===== src/rtl/tape_pkg.sv =====
// rtl/tape_pkg.sv - shared types and default constants for the tape transport
//
// Purpose: FSM state encoding, direction constants and the default speed and
// geometry constants shared between the deck model and the mode FSM bench.
// Ports: none (package).
package tape_pkg;

  typedef enum logic [1:0] {
    IDLE,
    RAMP,
    RUN,
    BRAKE
  } tape_state_t;

  localparam logic DIR_FWD = 1'b1;
  localparam logic DIR_REV = 1'b0;

  localparam int DEF_POS_W    = 16;
  localparam int DEF_TAPE_LEN = 1000;
  localparam int DEF_PRESCALE = 4;
  localparam int DEF_PLAY_SPD = 1;
  localparam int DEF_FAST_SPD = 4;
  localparam int DEF_SPD_W    = 4;

  // True when two or more of the three motor commands are high.
  function automatic logic multi_hot3(input logic a, input logic b, input logic c);
    return (a & b) | (a & c) | (b & c);
  endfunction

endpackage


===== src/rtl/tape_transport_if.sv =====
// rtl/tape_transport_if.sv - P/R/F command and deck status interface
//
// Purpose: bundles the motor commands from the control side with the deck
// status returned by the transport.
// Signals: P, R, F (commands, master -> slave); pos, speed, dir, moving, bot,
// eot, end_pulse (status, slave -> master); cmd_err when TAPE_CMD_CHECK_EN.
// Configuration: TAPE_CMD_CHECK_EN adds cmd_err.
interface tape_transport_if #(
  parameter int POS_W = 16,
  parameter int SPD_W = 4
);
  logic             P;
  logic             R;
  logic             F;
  logic [POS_W-1:0] pos;
  logic [SPD_W-1:0] speed;
  logic             dir;
  logic             moving;
  logic             bot;
  logic             eot;
  logic             end_pulse;
`ifdef TAPE_CMD_CHECK_EN
  logic             cmd_err;

  modport master (
    output P, R, F,
    input  pos, speed, dir, moving, bot, eot, end_pulse, cmd_err
  );
  modport slave (
    input  P, R, F,
    output pos, speed, dir, moving, bot, eot, end_pulse, cmd_err
  );
`else
  modport master (
    output P, R, F,
    input  pos, speed, dir, moving, bot, eot, end_pulse
  );
  modport slave (
    input  P, R, F,
    output pos, speed, dir, moving, bot, eot, end_pulse
  );
`endif
endinterface


===== src/rtl/tape_prescaler.sv =====
// rtl/tape_prescaler.sv - motion tick generator
//
// Purpose: free-running counter 0..PRESCALE-1; tick is high for the cycle in
// which the count sits at PRESCALE-1, so the first tick edge is the
// PRESCALE-th rising edge after reset releases.
// Ports: Clk (clock), Rst (async active-high reset), tick (one cycle per period).
module tape_prescaler #(
  parameter int PRESCALE = 4
) (
  input  logic Clk,
  input  logic Rst,
  output logic tick
);
  localparam int CW = (PRESCALE > 2) ? $clog2(PRESCALE) : 1;

  logic [CW-1:0] cnt_q;

  assign tick = (cnt_q == CW'(PRESCALE - 1));

  always_ff @(posedge Clk or posedge Rst) begin
    if (Rst) begin
      cnt_q <= '0;
    end else if (tick) begin
      cnt_q <= '0;
    end else begin
      cnt_q <= cnt_q + 1'b1;
    end
  end
endmodule


===== src/rtl/tape_transport.sv =====
// rtl/tape_transport.sv - tape deck transport: speed ramping, direction, position
//
// Purpose: turns P/R/F motor commands into a ramped speed, a direction and an
// absolute tape position, stopping hard at either end of the tape.
// Ports: Clk, Rst (async active-high); bus (tape_transport_if.slave):
//   P/R/F in; pos, speed, dir, moving, bot, eot, end_pulse out.
// Configuration: TAPE_CMD_CHECK_EN adds cmd_err and makes multi-hot commands
//   a stop request; otherwise they decode with priority P > F > R.
module tape_transport
  import tape_pkg::*;
#(
  parameter int POS_W    = DEF_POS_W,
  parameter int TAPE_LEN = DEF_TAPE_LEN,
  parameter int PRESCALE = DEF_PRESCALE,
  parameter int PLAY_SPD = DEF_PLAY_SPD,
  parameter int FAST_SPD = DEF_FAST_SPD,
  parameter int SPD_W    = DEF_SPD_W
) (
  input logic            Clk,
  input logic            Rst,
  tape_transport_if.slave bus
);
  localparam logic [SPD_W-1:0] PLAY = SPD_W'(PLAY_SPD);
  localparam logic [SPD_W-1:0] FAST = SPD_W'(FAST_SPD);
  localparam logic [POS_W-1:0] LAST = POS_W'(TAPE_LEN);
  localparam logic [POS_W:0]   LAST_EXT = (POS_W + 1)'(TAPE_LEN);

  logic             tick;
  tape_state_t      state_q, state_d;
  logic [SPD_W-1:0] spd_q, spd_d, raw_spd, tgt_spd;
  logic             dir_q, dir_d, raw_dir, tgt_dir;
  logic [POS_W-1:0] pos_q, pos_d;
  logic             end_q, end_d;
  logic             bot_w, eot_w, cmd_ok, same_dir, braking, hit;
  logic [POS_W:0]   pos_ext, spd_ext, fwd_sum;

  tape_prescaler #(.PRESCALE(PRESCALE)) u_prescaler (
    .Clk  (Clk),
    .Rst  (Rst),
    .tick (tick)
  );

  assign bot_w   = (pos_q == '0);
  assign eot_w   = (pos_q == LAST);
  assign pos_ext = {1'b0, pos_q};

  // Command decode, then block any target that points into a tape limit.
  always_comb begin
    raw_spd = '0;
    raw_dir = dir_q;
    cmd_ok  = 1'b1;
`ifdef TAPE_CMD_CHECK_EN
    cmd_ok  = !multi_hot3(bus.P, bus.R, bus.F);
`endif
    if (cmd_ok) begin
      if (bus.P) begin
        raw_spd = PLAY;
        raw_dir = DIR_FWD;
      end else if (bus.F) begin
        raw_spd = FAST;
        raw_dir = DIR_FWD;
      end else if (bus.R) begin
        raw_spd = FAST;
        raw_dir = DIR_REV;
      end
    end
    tgt_dir = raw_dir;
    tgt_spd = raw_spd;
    if ((raw_dir == DIR_FWD && eot_w) || (raw_dir == DIR_REV && bot_w)) begin
      tgt_spd = '0;
    end
  end

  assign same_dir = (tgt_dir == dir_q);

  always_comb begin
    state_d = state_q;
    spd_d   = spd_q;
    dir_d   = dir_q;
    pos_d   = pos_q;
    end_d   = 1'b0;
    braking = 1'b0;
    hit     = 1'b0;
    spd_ext = '0;
    fwd_sum = '0;
    if (tick) begin
      case (state_q)
        IDLE: begin
          // Direction is only ever loaded here, with speed at zero.
          if (tgt_spd != '0) begin
            dir_d   = tgt_dir;
            spd_d   = {{(SPD_W-1){1'b0}}, 1'b1};
            state_d = RAMP;
          end
        end
        RAMP: begin
          if (tgt_spd == '0 || !same_dir) begin
            braking = 1'b1;
          end else begin
            if (spd_q < tgt_spd) begin
              spd_d = spd_q + 1'b1;
            end else if (spd_q > tgt_spd) begin
              spd_d = spd_q - 1'b1;
            end
            state_d = (spd_d == tgt_spd) ? RUN : RAMP;
          end
        end
        RUN: begin
          if (tgt_spd == '0 || !same_dir || tgt_spd < spd_q) begin
            braking = 1'b1;
          end else if (tgt_spd > spd_q) begin
            spd_d   = spd_q + 1'b1;
            state_d = (spd_d == tgt_spd) ? RUN : RAMP;
          end
        end
        BRAKE: begin
          braking = 1'b1;
        end
        default: ;
      endcase

      // The braking step is taken on the same tick the decision is made.
      if (braking) begin
        spd_d = spd_q - 1'b1;
        if (spd_d == '0) begin
          state_d = IDLE;
        end else if (same_dir && tgt_spd != '0 && spd_d == tgt_spd) begin
          state_d = RUN;
        end else begin
          state_d = BRAKE;
        end
      end

      // Position moves by the speed just computed for this tick.
      spd_ext = (POS_W + 1)'(spd_d);
      fwd_sum = pos_ext + spd_ext;
      if (spd_d != '0) begin
        if (dir_d == DIR_FWD) begin
          if (fwd_sum >= LAST_EXT) begin
            pos_d = LAST;
            hit   = 1'b1;
          end else begin
            pos_d = fwd_sum[POS_W-1:0];
          end
        end else begin
          if (pos_ext <= spd_ext) begin
            pos_d = '0;
            hit   = 1'b1;
          end else begin
            pos_d = pos_q - spd_ext[POS_W-1:0];
          end
        end
      end

      // A tape limit stops the motor dead, without braking.
      if (hit) begin
        spd_d   = '0;
        state_d = IDLE;
        end_d   = 1'b1;
      end
    end
  end

  always_ff @(posedge Clk or posedge Rst) begin
    if (Rst) begin
      state_q <= IDLE;
      spd_q   <= '0;
      dir_q   <= DIR_FWD;
      pos_q   <= '0;
      end_q   <= 1'b0;
    end else begin
      state_q <= state_d;
      spd_q   <= spd_d;
      dir_q   <= dir_d;
      pos_q   <= pos_d;
      end_q   <= end_d;
    end
  end

`ifdef TAPE_CMD_CHECK_EN
  logic cmd_err_q;

  always_ff @(posedge Clk or posedge Rst) begin
    if (Rst) begin
      cmd_err_q <= 1'b0;
    end else if (tick) begin
      cmd_err_q <= multi_hot3(bus.P, bus.R, bus.F);
    end
  end

  assign bus.cmd_err = cmd_err_q;
`endif

  assign bus.pos       = pos_q;
  assign bus.speed     = spd_q;
  assign bus.dir       = dir_q;
  assign bus.moving    = (spd_q != '0);
  assign bus.bot       = bot_w;
  assign bus.eot       = eot_w;
  assign bus.end_pulse = end_q;
endmodule


===== src/flat_wrapper.sv =====
// flat-port wrapper written by rule: the top's interface ports become plain ports
module tape_transport_flat import tape_pkg::*;
#(
  parameter int POS_W    = DEF_POS_W,
  parameter int TAPE_LEN = DEF_TAPE_LEN,
  parameter int PRESCALE = DEF_PRESCALE,
  parameter int PLAY_SPD = DEF_PLAY_SPD,
  parameter int FAST_SPD = DEF_FAST_SPD,
  parameter int SPD_W    = DEF_SPD_W
)
  (Clk, Rst, bus_P, bus_R, bus_F, bus_pos, bus_speed, bus_dir, bus_moving, bus_bot, bus_eot, bus_end_pulse);
  tape_transport_if #(.POS_W(POS_W), .SPD_W(SPD_W)) bus_i ();
  input logic Clk;
  input logic Rst;
  input wire logic [$bits(bus_i.P)-1:0] bus_P;
  input wire logic [$bits(bus_i.R)-1:0] bus_R;
  input wire logic [$bits(bus_i.F)-1:0] bus_F;
  output wire logic [$bits(bus_i.pos)-1:0] bus_pos;
  output wire logic [$bits(bus_i.speed)-1:0] bus_speed;
  output wire logic [$bits(bus_i.dir)-1:0] bus_dir;
  output wire logic [$bits(bus_i.moving)-1:0] bus_moving;
  output wire logic [$bits(bus_i.bot)-1:0] bus_bot;
  output wire logic [$bits(bus_i.eot)-1:0] bus_eot;
  output wire logic [$bits(bus_i.end_pulse)-1:0] bus_end_pulse;
  assign bus_i.P = bus_P;
  assign bus_i.R = bus_R;
  assign bus_i.F = bus_F;
  assign bus_pos = bus_i.pos;
  assign bus_speed = bus_i.speed;
  assign bus_dir = bus_i.dir;
  assign bus_moving = bus_i.moving;
  assign bus_bot = bus_i.bot;
  assign bus_eot = bus_i.eot;
  assign bus_end_pulse = bus_i.end_pulse;
  tape_transport #(.POS_W(POS_W), .TAPE_LEN(TAPE_LEN), .PRESCALE(PRESCALE), .PLAY_SPD(PLAY_SPD), .FAST_SPD(FAST_SPD), .SPD_W(SPD_W)) u_core (.Clk(Clk), .Rst(Rst), .bus(bus_i));
endmodule

===== config.mk =====
export PLATFORM = sky130hd
export DESIGN_NAME = tape_transport_flat
export DESIGN_NICKNAME = d
export VERILOG_FILES = /design/src/rtl/tape_pkg.sv /design/src/rtl/tape_transport_if.sv /design/src/rtl/tape_prescaler.sv /design/src/rtl/tape_transport.sv /design/src/flat_wrapper.sv
export SDC_FILE = /design/constraint.sdc
export NUM_CORES = 1
export LEC_CHECK = 0
export CAP_MARGIN = 0
export CORE_MARGIN = 3
export CORE_UTILIZATION = 54
export CTS_CLUSTER_DIAMETER = 60
export DETAILED_ROUTE_END_ITERATION = 12
export HOLD_SLACK_MARGIN = 0.12
export PLACE_DENSITY_LB_ADDON = 0.05
export SLEW_MARGIN = 15
export SYNTH_ARGS = -nofsm -noshare
export SYNTH_HDL_FRONTEND = slang
export SYNTH_SLANG_ARGS = --single-unit

===== constraint.sdc =====
create_clock -name Clk -period 6.7 [get_ports Clk]
set_clock_uncertainty 0.05 [all_clocks]
set_input_delay 0.67 -clock Clk [delete_from_list [all_inputs] [get_ports Clk]]
set_output_delay 0.67 -clock Clk [all_outputs]
set_load 0.01 [all_outputs]

==> results of run 1 <==
cells by family after synthesis:
group                    Yosys count  share of synthesized area
multiplexers                       8                    0.02505
XOR/XNOR                          17                    0.04321
buffers and inverters             54                    0.06463
adder cells (fa/ha/maj)           22                    0.08424
AND/OR/NAND/NOR                  157                     0.2473
AO/OA/AOI/OAI                    155                     0.3464
flip-flops                        26                     0.1892
cell usage in the layout, fill, tap and decap left out, drive strengths merged, types with 5 or more instances in the layout:
| master | instances |
|---|---|
| buf | 66 |
| nor2 | 32 |
| nand2 | 31 |
| clkdlybuf4s50 | 29 |
| inv | 27 |
| o21ai | 26 |
| dfrtp | 25 |
| a21oi | 24 |
| ha | 20 |
| nor3 | 19 |
| nand3 | 17 |
| xnor2 | 12 |
| a22o | 9 |
| o211ai | 8 |
| nor4 | 8 |
| a211oi | 8 |
| or3 | 7 |
| nand2b | 6 |
| and2 | 6 |
| o22ai | 6 |
| nand4 | 5 |
| o221ai | 5 |
| xor2 | 5 |
| mux2 | 5 |
| a221o | 5 |
| a211o | 5 |
| or2 | 5 |
| a2111oi | 5 |
| o21a | 5 |
worst max-delay path, stage by stage:
cell	delay [ns]
clkdlybuf4s50_1	0.43
or2_2	0.31
or4b_4	0.51
o32ai_4	0.13
nand2_2	0.10
nand2_1	0.14
ha_2	0.33
a211oi_2	0.27
buf_4	0.18
nand2_1	0.08
a211o_1	0.30
a21o_1	0.20
a31oi_4	0.21
ha_2	0.20
inv_1	0.06
fa_1	0.40
nand2b_1	0.11
a21oi_1	0.10
or4b_2	0.65
or3_4	0.35
or3_4	0.35
nor3_2	0.14
o21ai_0	0.11
a22oi_1	0.24
nand3b_1	0.10
cell usage after synthesis (all sizes together) (6+ instances only):
cell type  number  share of area
nor4            8          0.016
a211oi          8          0.020
o21ai          26          0.039
nand3          17          0.028
nor2           32          0.036
xnor2          12          0.031
nand2          31          0.034
ha             20          0.073
clkbuf         20          0.022
inv            27          0.029
o211ai          8          0.017
nor3           19          0.028
nand2b          6          0.011
dfrtp          25           0.18
buf             6          0.012
a21oi          24          0.036
and2            6          0.011
or3             7          0.016
a22o            9          0.023
o22ai           6          0.011
power by group through the flow:
stage	Clock (µW)	Sequential [µW]	Combinational, µW
2_1_floorplan	0	268	1070
3_3_place_gp	0	285	1710
3_5_place_dp	0	288	1740
4_1_cts	107	285	1750
5_1_grt	112	301	2040
6_report	105	290	1900
area by class of cell:
type	instances	area (µm²)
multi-input cells	359	2731
fillers	496	1638
repair buffers	95	785.8
flip-flops and latches	26	651.9
inverters	28	105.1
well taps	75	93.84
clock buffers	4	55.05
state kept, by name, indices dropped and copies added, names as in the netlist:
signal	count
u_core.bus.dir	1
u_core.bus.end_pulse	1
u_core.bus.pos	16
u_core.bus.speed	4
u_core.state_q	2
u_core.u_prescaler.cnt_q	2
per-layer routing:
layer	global-route usage	vias up	wire [µm]
li1	-	1833	-
met1	0.4820	1875	5313
met2	0.4765	227	5181
met3	0.04995	23	1033
met4	0.06187	0	209
met5	0	-	0
worst paths after layout:
check	slack, ns	from	end
worst max register to register	0.34	u_core.bus.pos[0]	u_core.bus.pos[14]
worst min-delay path	0.39	u_core.u_prescaler.cnt_q[0]	u_core.u_prescaler.cnt_q[0]
min in group asynchronous	0.90	Rst	u_core.bus.speed[1]
worst max-delay path	0.16	bus_P	u_core.bus.pos[14]
max in group asynchronous	5.06	Rst	u_core.bus.pos[4]
worst min register to register	0.39	u_core.u_prescaler.cnt_q[0]	u_core.u_prescaler.cnt_q[0]
through the flow:
step                      hold WS (ns)  cell area (µm²)
after floorplan                 0.3531             3446
after global placement          0.3651             4193
after detailed placement        0.3861             4193
after CTS                       0.3995             4249
after global routing            0.4051             4423
final                           0.3905             4423
what timing repair did:
action,in CTS,in global routing
resized for setup,1,35
endpoints found under the setup margin,1,20
buffers inserted,0,2
pin swaps,1,5
==> summary.txt, run 1 <==
STA
  • Final WS setup: 0.1563 ns
  • Slew Limit Headroom: 0.2893
  • Worst Tran Pin Value: approximately 1.1 ns
  • Setup-failing EPs final: 0
  • Setup TNS Final: 0 ns
  • Fin crit share: 0.9767
  • Max-slew violations: 0
  • Hold Fails Final Rpt: 0
  • Tmin final: 6.544 ns
  • Fmax: ~150 MHz

Power and ir drop
  • P per Cell Area: between 500 and 600 mW/mm²
  • Total Power: ~2300 µW
  • P_sw: 1165 µW
  • Leakage: around 0.0017 µW
  • VDD IR-drop max: between 0.5 and 0.6 mV
  • Clk pwr share: 0.046
  • Comb power frac: 0.828
  • Net Sw Frac: 0.5077
  • Cell-internal power: 1129 µW
  • Sequential share of power: 0.127

CTS
  • CTS tree: built
  • # hold bufs at CTS: 0
  • CTS Buf Count: 3
  • CTS sink count: 26
  • H-tree levels: 1
  • CTS root buffer: clkbuf_8
  • Clock Latency Late Sink: between 0.2 and 0.3 ns
  • CTS clk-pin slew, worst paths: around 0.10 ns
  • Clock buffer depth: 2

Synthesis
  • Sequential element share of the synthesized area: 0.1892
  • Synth cell types: 88
  • Synth Net Count: 466
  • Synth Instances: ~440
  • Asr flop ratio synth: 1.000
  • Yosys warning total: 0
  • Synthesis-stage register bit count: 26
  • Post-synth EDFFs: 0
  • Average cell area after synthesis: around 7.8 µm²
  • Top_reg_cell synth: dfrtp_1
  • Synthesized area: around 0.0034 mm²

Floorplanning
  • FP Rows: 28
  • Die Y-Extent: 85.88 µm
  • Die area: 0.007375 mm²
  • Die Width: 85.88 µm
  • Initial core utilization: 0.5685
  • Core area: just over 0.006 mm²
  • I/O pin count: 30

Layout
  • Final non-filler cell total: a little under 600
  • Share of cells above drive strength 1: 0.2480
  • Diode count: 0
  • Finished Core Util: 0.7298
  • Area grow syn2layout: 28.36%
  • Final nets: 540

Route
  • # DRC: 0
  • DRT iter0 DRCs: between 400 and 500
  • Via density: about 6.7
  • Via count of the routed design: 3958
  • Antenna-violating nets left: 0
  • Drt pass-1 iters: 5
  • DR WL/cell: roughly 20 µm
  • Routed wire length: ~12 mm

Place
  • Routability Congestion: just under 1
  • PortBufs: 29
  • HPWL after DPL: approximately 8.8 mm
  • Place WS: -0.2845 ns
  • Cell total after placement: approximately 580

Setup path
  • Crit start category: input port
  • Crit Path Category: in2reg
  • Arr. time, crit path: 6.66 ns
  • CP max FO: 5
  • Cells on worst reg2reg path: 24
  • Critical path data required time: around 6.8 ns
  • Crit end category: flop

Global routing
  • Initial antenna violation count: 0
  • Vias in the first global route: about 3700
  • Grt total ovfl: 0
  • Total Routing Usage GR: 0.3183
  • Pin count of the biggest net entering global routing: 27
  • Global-route wire length before repair: around 19 mm

Min path
  • Worst hold path class: reg2reg
  • Hold depth: 1

Run status
  • Status: finished, final reports clean

Flow run
  • Max_cap viols: 0
Note: power is estimated with default switching activity, not from simulation.
==> inputs of run 2 (changes only) <==
REMOVE_ABC_BUFFERS = 1   (was default)
SETUP_SLACK_MARGIN = 0.15   (was default)
==> run 2 against run 1 <==
Compared with the run above:
- final cell count increased by 1.9%
- cell area rose by 3.8%
- via count increased by 6.6%
- combinational power increased by 6%
- first-iteration DRC count down 5.9%
- routed wire length rose by 9.9%
- global-route usage grew 1.5 points
- clock power hardly changed
- sequential share of layout area is 0.54 points lower
- clock-buffer cell count unchanged
- critical endpoint is now u_core.bus.pos[2]
- largest cell class unchanged
==> summary.txt, run 2 (synthesized netlist as in run 1, its figures left out) <==
Run status
  • Status: finished, final reports clean

Layout
  • Fill cells: 457
  • Largest register FFs: 16
  • Commonest non-fill, non-tap cell in the layout: buf_4
  • Multi-input gate area: around 0.0028 mm²
  • Diode count: 0
  • Final nets: between 500 and 600
  • Final non-filler cell total: 598
  • Most frequent cells in the layout: 77 x buf_4, 31 x nor2_1, 28 x nand2_1
  • Register area: roughly 650 µm²
  • Area grow syn2layout: 33.26%
  • Share of cells above drive strength 1: 0.2811
  • Finished Core Util: 0.7576

Setup path
  • Cells on worst reg2reg path: 27
  • Crit end category: flop
  • Reg-to-Reg End: u_core.bus.pos[2]
  • Crit start category: input port
  • Critical path data required time: roughly 6.9 ns
  • R2r setup slk: 0.43 ns
  • CP max FO: 6
  • Reg-to-Reg Start: u_core.bus.pos[0]
  • Arr. time, crit path: roughly 6.5 ns
  • Crit Path Category: in2reg

Floorplanning
  • Die area: between 0.007 and 0.008 mm²
  • Die Width: ~86 µm
  • Die Y-Extent: roughly 86 µm
  • Initial core utilization: 0.5685
  • Core area: ~0.0061 mm²
  • I/O pin count: 30
  • FP Rows: 28

CTS
  • Clock Latency Late Sink: 0.28 ns
  • CTS root buffer: clkbuf_8
  • CTS tree: built
  • CTS Buf Count: 3
  • CTS sink count: 26
  • Clock buffer depth: 2
  • CTS clk-pin slew, worst paths: roughly 0.09 ns
  • H-tree levels: 1

Power and ir drop
  • P_sw: 1249 µW
  • Cell-internal power: 1197 µW
  • VDD IR-drop max: 0.5826 mV
  • Sequential share of power: 0.130
  • P per Cell Area: roughly 530 mW/mm²
  • Leakage: between 0.0015 and 0.002 µW
  • Clk pwr share: 0.044
  • Net Sw Frac: 0.5107
  • Total Power: approximately 2400 µW
  • Comb power frac: 0.826

Route
  • DRT iter0 DRCs: between 400 and 500
  • Via count of the routed design: ~4200
  • # DRC: 0
  • Via density: 7.054
  • Drt pass-1 iters: 5
  • Routed wire length: ~13 mm
  • DR WL/cell: ~22 µm
  • Antenna-violating nets left: 0

STA
  • Fmax: roughly 160 MHz
  • RSZ-0062 raised after global routing: no
  • Worst Tran Pin Value: between 1 and 1.5 ns
  • Fin crit share: 0.9455
  • Slew Limit Headroom: 0.2894
  • Tmin final: around 6.3 ns
  • Final WS setup: roughly 0.36 ns
  • Setup TNS Final: 0 ns
  • Setup-failing EPs final: 0
  • Hold Fails Final Rpt: 0
  • Max-slew violations: 0

Place
  • Cell total after placement: just under 600
  • PortBufs: 29
  • Routability Congestion: between 1 and 1.5
  • HPWL after DPL: about 9 mm
  • Place WS: -0.3040 ns

Global routing
  • Global-route wire length before repair: approximately 20 mm
  • Initial antenna violation count: 0
  • Grt total ovfl: 0
  • Pin count of the biggest net entering global routing: 27
  • Total Routing Usage GR: 0.3333
  • Vias in the first global route: between 3000 and 4000

Min path
  • Worst hold start: u_core.u_prescaler.cnt_q[0]
  • Worst hold path class: reg2reg
  • Hold depth: 1
  • Hold path endpoint: u_core.u_prescaler.cnt_q[0]

Flow run
  • Max_cap viols: 0
## run 2: cell types whose count changed in the layout (fill, tap and decap cells not counted), sizes merged
| cell | previous run | this run |
|---|---|---|
| buf | 66 | 77 |
| clkdlybuf4s50 | 29 | 27 |
| dlymetal6s2s | 0 | 2 |
## run 2: area by class of cell
class,instances,area share
well taps,75,0.02044
multi-input cells,359,0.6125
inverters,28,0.02289
flip-flops and latches,26,0.1420
repair buffers,106,0.1902
clock buffers,4,0.01199
## run 2: worst max path at each step
stage / startpoint / endpoint / slack [ns] / depth (start not counted)
floorplan: bus_P / u_core.bus.pos[14] / 0.26 / 22
global placement: bus_P / u_core.bus.pos[14] / -0.11 / 24
detailed placement: bus_P / u_core.bus.pos[14] / -0.30 / 24
CTS: bus_P / u_core.bus.pos[14] / 0.15 / 25
global route: bus_R / u_core.bus.pos[2] / 0.16 / 28
finish: bus_R / u_core.bus.pos[2] / 0.36 / 28
## run 2: power groups by stage
stage | registers, µW | logic, µW | clock network [µW]
after CTS | 308 | 1820 | 106
after floorplan | 306 | 992 | 0
after global placement | 307 | 1720 | 0
after global routing | 325 | 2170 | 110
after detailed placement | 308 | 1760 | 0
final | 318 | 2020 | 107
## run 2: per-stage QoR
stage | hold slack, ns | instance area, µm²
global placement | 0.3662 | 4238
detailed placement | 0.3705 | 4238
floorplan | 0.3531 | 3328
global route | 0.3970 | 4592
CTS | 0.3843 | 4347
finish | 0.3841 | 4592
## run 2: routing by layer
layer	wire length [µm]	track usage	up-vias
met2	5812	0.5116	301
met3	1312	0.05764	39
li1	-	-	1859
met4	261	0.06906	0
met1	5515	0.4899	2019
met5	0	0	-
## run 2: worst max-delay path, cell delays in order
cell and delay (ns):
clkdlybuf4s50_1 0.50, nand2b_4 0.14, or4b_4 0.48, o32ai_4 0.13, nand2_2 0.12, and2_4 0.19, ha_1 0.30, nand2_1 0.09
a211o_1 0.34, buf_4 0.14, a22oi_2 0.19, a2111oi_2 0.06, a2111oi_1 0.35, buf_4 0.19, a211oi_4 0.05, buf_4 0.17
fa_2 0.38, a21o_1 0.19, a21oi_1 0.14, buf_4 0.19, nor3_1 0.06, a22o_1 0.21, a22o_1 0.21, a211o_4 0.41
buf_4 0.17, o211ai_1 0.16, o21a_1 0.15, mux2_2 0.14
## run 2: timing repair
| action | 4_1_cts | 5_1_grt |
|---|---|---|
| setup buffers | 0 | 7 |
| cloned | 0 | 0 |
| pin swaps | 2 | 15 |
| hold buffers | 0 | 0 |
| gates resized for setup | 10 | 43 |
| setup endpoints to repair | 6 | 20 |
